==> src/rtl/toe_cam_pkg.sv <==
// Shared definitions for the TOE CAM way allocator.
//   NUM_WAYS  : ways per hashed bucket
//   WAY_W     : width of a way index
//   OP_*      : request opcodes
//   alloc_state_e : allocator FSM encoding
package toe_cam_pkg;

   localparam int NUM_WAYS = 3;
   localparam int WAY_W    = 2;

   localparam logic OP_INSERT = 1'b0;
   localparam logic OP_DELETE = 1'b1;

   typedef enum logic [1:0] {
      ST_INIT = 2'd0,
      ST_IDLE = 2'd1,
      ST_RESP = 2'd2
   } alloc_state_e;

endpackage

==> src/rtl/toe_cam_occ_table.sv <==
// Per-bucket occupancy table: 2^B entries x NUM_WAYS bits.
// One synchronous write port, one asynchronous read port. No reset; the
// allocator clears every entry with its INIT sweep.
//   clk_i      : clock
//   wr_en_i    : write enable
//   wr_addr_i  : bucket written
//   wr_data_i  : new occupancy bits
//   rd_addr_i  : bucket read
//   rd_data_o  : occupancy bits of rd_addr_i (combinational)
module toe_cam_occ_table
   import toe_cam_pkg::*;
#(
   parameter int B = 6
) (
   input  logic                clk_i,
   input  logic                wr_en_i,
   input  logic [B-1:0]        wr_addr_i,
   input  logic [NUM_WAYS-1:0] wr_data_i,
   input  logic [B-1:0]        rd_addr_i,
   output logic [NUM_WAYS-1:0] rd_data_o
);

   logic [NUM_WAYS-1:0] mem_q [2**B];

   always_ff @(posedge clk_i) begin
      if (wr_en_i) begin
         mem_q[wr_addr_i] <= wr_data_i;
      end
   end

   assign rd_data_o = mem_q[rd_addr_i];

endmodule

==> src/rtl/toe_cam_way_alloc.sv <==
// Way allocator for a hashed 3-way CAM bucket.
// Inserts take the lowest free way, or a random victim when the bucket is
// full; deletes release a way. One request in flight; response one cycle
// after accept, held until Rsp_Ready.
//   Clk, Rst              : clock, synchronous active-high reset
//   Rnd_Mod               : registered random way 0..2 (3 folds to 0)
//   Req_Valid/Req_Ready   : request handshake
//   Req_Op                : OP_INSERT / OP_DELETE
//   Req_Bucket, Req_Way   : bucket index, way to free (delete only)
//   Rsp_Valid/Rsp_Ready   : response handshake
//   Rsp_Way, Rsp_Evict    : chosen/freed way, insert overwrote a live way
//   Rsp_Err               : delete of a free way or of way 3
//   Init_Done             : occupancy table has been cleared
//
// state | meaning
// INIT  | sweep clears one bucket per cycle, requests blocked
// IDLE  | ready; decide and update table in the accept cycle
// RESP  | response valid, waiting for Rsp_Ready
module toe_cam_way_alloc
   import toe_cam_pkg::*;
#(
   parameter int B = 6,
   parameter int W = 2
) (
   input  logic         Clk,
   input  logic         Rst,
   input  logic [W-1:0] Rnd_Mod,
   input  logic         Req_Valid,
   output logic         Req_Ready,
   input  logic         Req_Op,
   input  logic [B-1:0] Req_Bucket,
   input  logic [W-1:0] Req_Way,
   output logic         Rsp_Valid,
   input  logic         Rsp_Ready,
   output logic [W-1:0] Rsp_Way,
   output logic         Rsp_Evict,
   output logic         Rsp_Err,
   output logic         Init_Done
);

   alloc_state_e        state_q, state_d;
   logic [B-1:0]        cnt_q, cnt_d;
   logic                init_done_q, init_done_d;
   logic                rsp_valid_q, rsp_valid_d;
   logic [W-1:0]        rsp_way_q, rsp_way_d;
   logic                rsp_evict_q, rsp_evict_d;
   logic                rsp_err_q, rsp_err_d;

   logic                wr_en;
   logic [B-1:0]        wr_addr;
   logic [NUM_WAYS-1:0] wr_data;
   logic [NUM_WAYS-1:0] occ;

   logic [W-1:0]        free_way;
   logic [NUM_WAYS-1:0] free_mask;
   logic [NUM_WAYS-1:0] del_mask;
   logic [W-1:0]        rnd_way;
   logic                occ_full;
   logic                del_hit;

   toe_cam_occ_table #(.B(B)) u_occ_table (
      .clk_i     (Clk),
      .wr_en_i   (wr_en),
      .wr_addr_i (wr_addr),
      .wr_data_i (wr_data),
      .rd_addr_i (Req_Bucket),
      .rd_data_o (occ)
   );

   // First-free priority encoder, lowest index wins.
   always_comb begin
      free_way  = W'(2);
      free_mask = 3'b100;
      if (!occ[0]) begin
         free_way  = W'(0);
         free_mask = 3'b001;
      end else if (!occ[1]) begin
         free_way  = W'(1);
         free_mask = 3'b010;
      end
   end

   // Way 3 selects nothing, so a delete of way 3 can never hit.
   always_comb begin
      case (Req_Way)
         W'(0):   del_mask = 3'b001;
         W'(1):   del_mask = 3'b010;
         W'(2):   del_mask = 3'b100;
         default: del_mask = 3'b000;
      endcase
   end

   assign occ_full = &occ;
   assign del_hit  = |(occ & del_mask);
   assign rnd_way  = (Rnd_Mod == W'(3)) ? W'(0) : Rnd_Mod;

   always_comb begin
      state_d     = state_q;
      cnt_d       = cnt_q;
      init_done_d = init_done_q;
      rsp_valid_d = rsp_valid_q;
      rsp_way_d   = rsp_way_q;
      rsp_evict_d = rsp_evict_q;
      rsp_err_d   = rsp_err_q;
      wr_en       = 1'b0;
      wr_addr     = Req_Bucket;
      wr_data     = occ;
      Req_Ready   = 1'b0;

      case (state_q)
         ST_INIT: begin
            wr_en   = 1'b1;
            wr_addr = cnt_q;
            wr_data = '0;
            cnt_d   = cnt_q + B'(1);
            if (cnt_q == '1) begin
               state_d     = ST_IDLE;
               init_done_d = 1'b1;
            end
         end
         ST_IDLE: begin
            Req_Ready = 1'b1;
            if (Req_Valid) begin
               state_d     = ST_RESP;
               rsp_valid_d = 1'b1;
               rsp_evict_d = 1'b0;
               rsp_err_d   = 1'b0;
               if (Req_Op == OP_INSERT) begin
                  if (occ_full) begin
                     rsp_way_d   = rnd_way;
                     rsp_evict_d = 1'b1;
                  end else begin
                     rsp_way_d = free_way;
                     wr_en     = 1'b1;
                     wr_data   = occ | free_mask;
                  end
               end else begin
                  rsp_way_d = Req_Way;
                  if (del_hit) begin
                     wr_en   = 1'b1;
                     wr_data = occ & ~del_mask;
                  end else begin
                     rsp_err_d = 1'b1;
                  end
               end
            end
         end
         ST_RESP: begin
            if (Rsp_Ready) begin
               rsp_valid_d = 1'b0;
               state_d     = ST_IDLE;
            end
         end
         default: begin
            state_d = ST_INIT;
            cnt_d   = '0;
         end
      endcase
   end

   always_ff @(posedge Clk) begin
      if (Rst) begin
         state_q     <= ST_INIT;
         cnt_q       <= '0;
         init_done_q <= 1'b0;
         rsp_valid_q <= 1'b0;
         rsp_way_q   <= '0;
         rsp_evict_q <= 1'b0;
         rsp_err_q   <= 1'b0;
      end else begin
         state_q     <= state_d;
         cnt_q       <= cnt_d;
         init_done_q <= init_done_d;
         rsp_valid_q <= rsp_valid_d;
         rsp_way_q   <= rsp_way_d;
         rsp_evict_q <= rsp_evict_d;
         rsp_err_q   <= rsp_err_d;
      end
   end

   assign Rsp_Valid = rsp_valid_q;
   assign Rsp_Way   = rsp_way_q;
   assign Rsp_Evict = rsp_evict_q;
   assign Rsp_Err   = rsp_err_q;
   assign Init_Done = init_done_q;

endmodule
==> config.mk <==
export PLATFORM = sky130hd
export DESIGN_NAME = toe_cam_way_alloc
export DESIGN_NICKNAME = d
export VERILOG_FILES = /design/src/rtl/toe_cam_pkg.sv /design/src/rtl/toe_cam_occ_table.sv /design/src/rtl/toe_cam_way_alloc.sv
export SDC_FILE = /design/constraint.sdc
export NUM_CORES = 1
export LEC_CHECK = 0
export BUFFER_PORTS_ARGS = -buffer_cell sky130_fd_sc_hd__buf_2
export CAP_MARGIN = 0
export CORE_MARGIN = 3
export CORE_UTILIZATION = 40
export DETAILED_ROUTE_END_ITERATION = 16
export GPL_ROUTABILITY_DRIVEN = 0
export MAX_ROUTING_LAYER = met4
export SLEW_MARGIN = 10
export SYNTH_ARGS = -nofsm -noshare
export SYNTH_HDL_FRONTEND = slang
export SYNTH_SLANG_ARGS = --single-unit
==> constraint.sdc <==
create_clock -name Clk -period 7.17 [get_ports Clk]
set_input_delay 2.151 -clock Clk [delete_from_list [all_inputs] [get_ports Clk]]
set_output_delay 2.151 -clock Clk [all_outputs]
set_load 0.02 [all_outputs]
======== Yosys cells after proc, flatten, opt, wreduce, memory -nomap -nowiden ========
Memory sizes are Yosys's and may differ from the RTL's.
Cells that the tools add are included.
Widths: inputs -> output; s select.
storage, ports and cells
  bits in writable memories ............... 192
  word-level logic and storage cells ...... 66
  register bits after elaboration ......... 14
  memories ................................ 1
  input port bits ......................... 15
  output and inout bits ................... 7
operators by class
  reductions and logical operators ........ 10
  $add $sub $neg .......................... 1
  bitwise gates (word level) .............. 4
  equality and inequality tests ........... 9
  muxes and demuxes ....................... 34
memories
  name               depth  width  rd ports  clocked after Yosys merged registers in  write ports  RTL line                 RTL
  u_occ_table.mem_q  64     3      1         0                                        1            toe_cam_occ_table.sv:23  logic [NUM_WAYS-1:0] mem_q [2**B];
operators with widths
  cell                 count
  $mux 3               6
  $mux 2               8
  $mux 1               13
  $pmux 6 s2           1
  $pmux 3 s3           1
  $reduce_and 3->1     3
  $add 6x1->6 const B  1
  $and 3x3->3          2
  $eq 2x2->1 const B   3
  $eq 6x6->1 const B   1
  $mux 6               1
  $ne 2x2->1 const B   3
  $pmux 2 s3           1
  $pmux 3 s2           1
  $eq 2x1->1 const B   2
  $logic_not 2->1      2
  $pmux 1 s2           2
  $reduce_and 2->1     2
  $not 3->3            1
  $or 3x3->3           1
  $reduce_or 3->1      1
  $reduce_bool 2->1    1
  $reduce_or 2->1      1

======== Depth between registers and ports, before layout ========
Gate-level depths: netlist (run 1).
  depth in word-level cells ............... 10
  gate-level depth with buffers ........... 13
  mapped depth without buffers ............ 9

======== Cells and area by module ========
From an unflattened synthesis (run 1), not the netlist that was laid out.
unflattened totals
  cell total of the unflattened synthesis .. 528
  area total of the unflattened synthesis .. 8729.6 um2
modules (own cells, without submodules)
  module             sequential area each (um2)  area an instance (um2)  cells an instance  times used
  toe_cam_occ_table  5765.5                      7803.7                  420                1
  toe_cam_way_alloc  280.3                       925.9                   108                1

======== Least setup slack after synthesis (run 1) ========
No wires, ideal clock.
  kind .................................... input-to-reg
  start ................................... in Req_Bucket[3]
  end ..................................... mem u_occ_table.mem_q[0][2] (data pin)
  arrival ................................. 6.207 ns
  path slack .............................. 0.244 ns
  required time ........................... 6.451 ns
  stages .................................. 9
  library setup time ...................... 0.719 ns
  path through ............................ buf_2 -> buf_4 -> buf_6 -> buf_2 -> a211oi_1 -> nor4b_1 -> a211oi_1 -> a21o_2 -> o31ai_1
between the ends
  cells in the longest elaborated chain, start to end .. 8
  elaborated cells between the ends (all ways) .. 13
  classes of those cells .................. mux: 7; bitwise: 3; reduce/logical: 2; memory: 1
RTL lines
  what                          RTL line                  RTL
  from (decl)                   toe_cam_way_alloc.sv:31   input logic [B-1:0] Req_Bucket,
  $mem_v2 64x3 (*)              -
  $mux 3                        toe_cam_way_alloc.sv:77   end else if (!occ[1]) begin
  $mux 3                        toe_cam_way_alloc.sv:74   if (!occ[0]) begin
  $or 3x3->3                    toe_cam_way_alloc.sv:135  wr_data = occ | free_mask;
  $mux 3                        toe_cam_way_alloc.sv:129  if (occ_full) begin
  $mux 3                        toe_cam_way_alloc.sv:128  if (Req_Op == OP_INSERT) begin
  $mux 3                        toe_cam_way_alloc.sv:123  if (Req_Valid) begin
  $pmux 3 s2 (*)                toe_cam_way_alloc.sv:110  case (state_q)
  via u_occ_table.wr_data_i[2]  toe_cam_occ_table.sv:18   input logic [NUM_WAYS-1:0] wr_data_i,
  to (decl)                     toe_cam_occ_table.sv:23
Mark *: on every way through the listed nets, which the timed path passes. The rest lies on a longest branch.

======== Worst setup path after layout (run 1) ========
  start ................................... in Req_Bucket[3]
  end ..................................... mem u_occ_table.mem_q[21][1] (enable)
between the ends
  cells in the longest elaborated chain, start to end .. 9
  elaborated cells between the ends (all ways) .. 12
  classes of those cells .................. mux: 8; bitwise: 1; reduce/logical: 2; memory: 1
RTL lines
  what                          RTL line                  RTL
  $mem_v2 64x3                  -
  $and 3x3->3                   toe_cam_way_alloc.sv:94   assign del_hit = |(occ & del_mask);
  $reduce_or 3->1               toe_cam_way_alloc.sv:94
  $mux 1                        toe_cam_way_alloc.sv:139  if (del_hit) begin
  $mux 1                        toe_cam_way_alloc.sv:128
  $mux 1                        toe_cam_way_alloc.sv:123
  $pmux 1 s2                    toe_cam_way_alloc.sv:110
  $mux 1                        toe_cam_occ_table.sv:26   if (wr_en_i) begin
  $mux 1 (not written as such)  toe_cam_occ_table.sv:27   mem_q[wr_addr_i] <= wr_data_i;
Parallel ways exist; a longest one is shown, timed or not.

==> flow_summary.ini, run 1 <==
[logic_synthesis]
syn_area_sq_um = 9090
synth_flop_cell = edfxtp_1
syn-num-nets = 627
synth_edf_count = 192
yosys.area.top_type = edfxtp_1
yosysUniqueCellTypes = 59
ys_seq_area_frac = 0.665
ys_warn_count = 0
async_flop_share = 0
synthCells = 607
ys_top_cells_by_area = edfxtp_1 (63%), mux2i_1 (6.9%), mux4_2 (3.7%), nor2_1 (3.5%), dfxtp_1 (3.1%)
synth_seq_cells = 206
synth_top_area_frac = 0.634
avgSynthCellArea_sq_um = 15.0

[timing]
fin_skew_ps = 16.0
relSlewSlack = 0.333
fin_crit_sh = 0.848
finalSetupTns_ps = 0
worstMarginPinSlew_ps = 999
timing.fmax_mhz = 165
report.final.hold_viol_count = 0
report.final.setup_viol = 0
post-route-min-period_ps = 6080
slew_violations = 0
rsz0062_at_grt = false
worst_slack_ps = 1090

[die]
start_util = 0.411
rows = 54
die-area_sq_um = 24600
die_x_um = 157
ios = 22
die_h_um = 157
core_sq_um = 22100

[clock_network]
cts_setup_buffers = 0
clk_pin_slew_ps = 60
cts_root_buffer = clkbuf_16
insertion_delay_ps = 500
cts_resized = 0
clock_path_buffers = 3
cts_sinks = 206
cts_hold_buf = 0
cts_tree = done
cts_buffers = 22
htree_levels = 1

[detailed_routing]
wire_per_inst_um = 23.0
drtIter0Drc = 498
ant_nets = 0
first_pass_iters = 5
dr_total_vias = 5248
wl_mm = 21.3
drt-vias-per-instance = 5.69
drc_errors = 0

[place]
place_ws_ps = 645
place_hpwl_mm = 13.4
io_buffers = 21

[worst_setup_path]
cp.arrival_ps = 6250
worstSetupPathType = input pin to flip-flop
cp_max_fo = 34
required_ps = 7340
cp-end-kind = flip-flop
rr_worst_depth = 9
start_kind = input pin

[pwr]
combPwrFrac = 0.055
p_sw_mw = 0.549
clkPwrFrac = 0.456
p_int_mw = 2.12
power_frac_seq = 0.489
leakage_nw = 3.46
cellPowerDensity_nw_per_um2 = 262
ir_drop_v = 0.000110
switching_share = 0.205

[finish]
antennaDiodeCount = 0
nFillCells = 1877
nNetsFinal = 647
final_cell_mix = edfxtp_1 (192), nor2_1 (84), mux2i_1 (63)
drive_above_1_share = 0.160
multi_input_area_sq_um = 2830
area.growth.synth_to_final_pct = 12.1
seq_area_sq_um = 6050
final_common_cell = edfxtp_1

[outcome]
status = finished clean

[job]
cap_violations = 0

[global_routing]
grt_max_degree = 65
antenna_found_initial = 0
grt_pass1_wl_mm = 32.9
grt_overflow_total = 0
grt.total_usage = 0.181
first_global_vias = 5309

[worst_hold_path]
hold_path.class = flip-flop to flip-flop
hold_path_depth = 2
==> metrics by stage <==
step	total power [mW]	instance area (sq um)	hold slack [ps]	util	instances
floorplan	1.44	9090	480	-	607
global placement	1.48	9410	451	0.426	883
detailed placement	1.48	9410	462	0.426	883
CTS	2.69	10200	471	0.461	923
global route	2.76	10200	499	0.461	923
finish	2.67	10200	465	0.461	923
==> worst paths after layout <==
check	from	to	slack, ps
max	Req_Bucket[3]	u_occ_table.mem_q[21][1]	1090
max reg2reg	u_occ_table.mem_q[44][1]	u_occ_table.mem_q[21][1]	3750
min reg2reg	Rsp_Valid	Rsp_Valid	470
min	Rsp_Valid	Rsp_Valid	470
==> flip-flops by register name, summed over array words and instances (netlist names) <==
| signal | count |
|---|---|
| state_q | 2 |
| Rsp_Evict | 1 |
| Rsp_Way | 2 |
| Init_Done | 1 |
| cnt_q | 6 |
| u_occ_table.mem_q | 192 |
| Rsp_Err | 1 |
| Rsp_Valid | 1 |
==> cell usage after synthesis (11+ instances only) <==
library cell	count
edfxtp_1	192
nand3_1	11
nor2b_1	16
a21oi_1	12
o21ai_0	15
clkbuf_1	11
nand2_1	27
a22oi_1	22
nor2_1	84
mux2i_1	63
dfxtp_1	14
mux4_2	15
==> critical path, stage by stage <==
cell and delay, ps:
buf_2 670, nor2b_1 880, a22oi_1 180, nand2_1 140
o22ai_1 100, o31ai_1 810, or3_4 290, o32ai_4 150
o41a_4 550, nor2_1 280
==> metal layers <==
metal	wire length [um]	vias up	share of wire	track usage
li1	-	2401	-	-
met1	9600	2636	0.45	0.251
met2	10000	182	0.47	0.282
met3	1220	29	0.057	0.0288
met4	416	0	0.020	0.0454
met5	0	-	0	-
==> logic make-up (layout without fill, tap and decap cells) <==
group                      Yosys count  after routing  synth area share
AOI/OAI and AO/OA                   98             98            0.0904
buffers and inverters               38             74            0.0278
and+or+nand+nor                    169            169            0.0866
DFF                                206            206             0.665
adders and majority gates            5              5           0.00688
muxes                               87             87             0.119
xor gates and xnor gates             4              4           0.00385
==> power groups by stage <==
| stage | combinational (mW) | sequential [mW] | clock, mW |
|---|---|---|---|
| 2_1_floorplan | 0.113 | 1.33 | 0 |
| 3_3_place_gp | 0.144 | 1.33 | 0 |
| 3_5_place_dp | 0.146 | 1.33 | 0 |
| 4_1_cts | 0.147 | 1.31 | 1.24 |
| 5_1_grt | 0.158 | 1.31 | 1.30 |
| 6_report | 0.147 | 1.31 | 1.22 |
==> layout make-up <==
| class | count | area share |
|---|---|---|
| Multi-Input combinational cell | 363 | 0.278 |
| Inverter | 5 | 0.00184 |
| Clock inverter | 13 | 0.0189 |
| Sequential cell | 206 | 0.593 |
| Clock buffer | 27 | 0.0579 |
| Timing Repair Buffer | 29 | 0.0162 |
| Tap cell | 280 | 0.0344 |
(Power assumes the default switching activity.)
==> inputs of run 2 (changes only) <==
==> constraint.sdc (replaced) <==
create_clock -name Clk -period 5.8 [get_ports Clk]
set_input_delay 1.74 -clock Clk [delete_from_list [all_inputs] [get_ports Clk]]
set_output_delay 1.74 -clock Clk [all_outputs]
set_load 0.02 [all_outputs]
==> run 2 against run 1 <==
Net effect: wire length increased by 4.5%; critical path depth rose by 1; non-clock buffer count rose by 9; clock power is essentially flat; clock skew shrank 1.8 ps; largest power group unchanged; highest routed layer unchanged.
==> flow_summary.ini, run 2 (same netlist as run 1, synthesis figures left out) <==
[outcome]
status = finished clean

[detailed_routing]
dr_total_vias = 5403
wl_met1_mm = 10.1
dr.max_layer_used = met4
wl_met3_mm = 1.37
drc_errors = 0
wire_per_inst_um = 23.9
drt-vias-per-instance = 5.81
wl_mm = 22.2
wl_met2_mm = 10.3
first_pass_iters = 7
ant_nets = 0
drtIter0Drc = 486

[die]
core_sq_um = 22100
die_h_um = 157
die_x_um = 157
die-area_sq_um = 24600
ios = 22
rows = 54
start_util = 0.411

[clock_network]
insertion_delay_ps = 510
cts_resized = 0
cts_sinks = 206
cts_setup_buffers = 0
cts_buffers = 21
cts_root_buffer = clkbuf_16
clock_path_buffers = 3
cts_tree = done
htree_levels = 1
clk_pin_slew_ps = 60
cts_hold_buf = 0

[worst_setup_path]
cp-end-kind = flip-flop
crit_chain = buf_2 > buf_4 > mux4_1 > mux2i_1 > mux2i_1 > o21a_1 > a22oi_4 > or3_4 > o32ai_4 > o31a_4 > nor2_1
cp.arrival_ps = 5180
r2r_start = u_occ_table.mem_q[6][0]
required_ps = 5960
worstSetupPathType = input pin to flip-flop
rr_worst_depth = 9
start_kind = input pin
rr_endpoint = u_occ_table.mem_q[42][1]
cpMaxStageDelayCell = buf_2
ff2ff_setup_slack_ps = 2440
critPathMaxStageDelay_ps = 570
cp_max_fo = 24
crit_top_cell = mux2i_1

[job]
cap_violations = 0

[place]
placed_cells = 892
place_hpwl_mm = 14.1
io_buffers = 21

[timing]
finalSetupTns_ps = 0
report.final.hold_viol_count = 0
timing.fmax_mhz = 199
report.final.setup_viol = 0
fin_skew_ps = 14.2
slew_violations = 0
fin_crit_sh = 0.866
post-route-min-period_ps = 5020
worstMarginPinSlew_ps = 859
relSlewSlack = 0.427
rsz0062_at_grt = false

[pwr]
power.total_mw = 3.05
leakage_nw = 3.43
cellPowerDensity_nw_per_um2 = 301
ir_drop_v = 0.000173

[worst_hold_path]
min_to = Init_Done
holdCritStartpoint = Init_Done
hold_path.class = flip-flop to flip-flop
hold_path_depth = 2

[global_routing]
first_global_vias = 5364
antenna_found_initial = 0
grt_max_degree = 65
grt_pass1_wl_mm = 33.6
grt_overflow_total = 0
grt.total_usage = 0.185

[finish]
fin_cells = 930
area.growth.synth_to_final_pct = 11.4
antennaDiodeCount = 0
final_cell_mix = edfxtp_1 (192), nor2_1 (84), mux2i_1 (63)
top_regs = u_occ_table.mem_q: 192 flops, cnt_q: 6 flops
nNetsFinal = 655
top_register = u_occ_table.mem_q
drive_above_1_share = 0.174
final_common_cell = edfxtp_1
largest_register_ffs = 192
==> run 2: cell count changes in the layout (fill, tap and decap cells not counted), sizes merged <==
cell,change
buf,+9
bufinv,-5
clkinv,+1
clkbuf,-3
clkinvlp,+3
inv,+2
==> run 2: worst max path at each step <==
| stage | startpoint | depth (start not counted) | to | slack (ps) |
|---|---|---|---|---|
| floorplan | Req_Bucket[3] | 9 | u_occ_table.mem_q[0][2] | 550 |
| global placement | Req_Bucket[0] | 10 | u_occ_table.mem_q[38][0] | 280 |
| detailed placement | Req_Bucket[0] | 10 | u_occ_table.mem_q[42][2] | 240 |
| CTS | Req_Bucket[0] | 10 | u_occ_table.mem_q[42][1] | 760 |
| global route | Req_Bucket[0] | 10 | u_occ_table.mem_q[25][0] | 620 |
| finish | Req_Bucket[2] | 11 | u_occ_table.mem_q[42][1] | 780 |
==> run 2: metrics by stage <==
stage          setup WS [ps]  hold WS [ps]  area, sq um  utilization
2_1_floorplan            553           480         9100            -
3_3_place_gp             280           448         9500        0.430
3_5_place_dp             238           456         9500        0.430
4_1_cts                  762           471        10100        0.458
5_1_grt                  618           520        10100        0.458
6_report                 777           469        10100        0.458
==> run 2: report_power, final <==
group          total [mW]  switching, mW  internal [mW]
Clock                1.24          0.568          0.673
Combinational       0.190          0.119         0.0714
Sequential           1.62        0.00685           1.61
Total                3.05          0.693           2.35
==> run 2: per-layer routing <==
metal,global-route usage,vias up
li1,-,2406
met1,0.268,2754
met2,0.275,206
met3,0.0318,37
met4,0.0459,0
met5,-,-
==> run 2: cell type report <==
type,count,area (sq um)
Fill cell,1916,12000
Sequential cell,206,6050
Multi-Input combinational cell,363,2830
Clock buffer,24,537
Tap cell,280,350
Timing Repair Buffer,38,258
Clock inverter,14,86.3
Inverter,5,18.8
==> run 2: critical path, delay by kind of cell <==
family	cells	cell delay, ps
AO/OA/AOI/OAI	4	1080
buffers and inverters	2	980
multiplexers	3	790
AND/OR/NAND/NOR	2	570
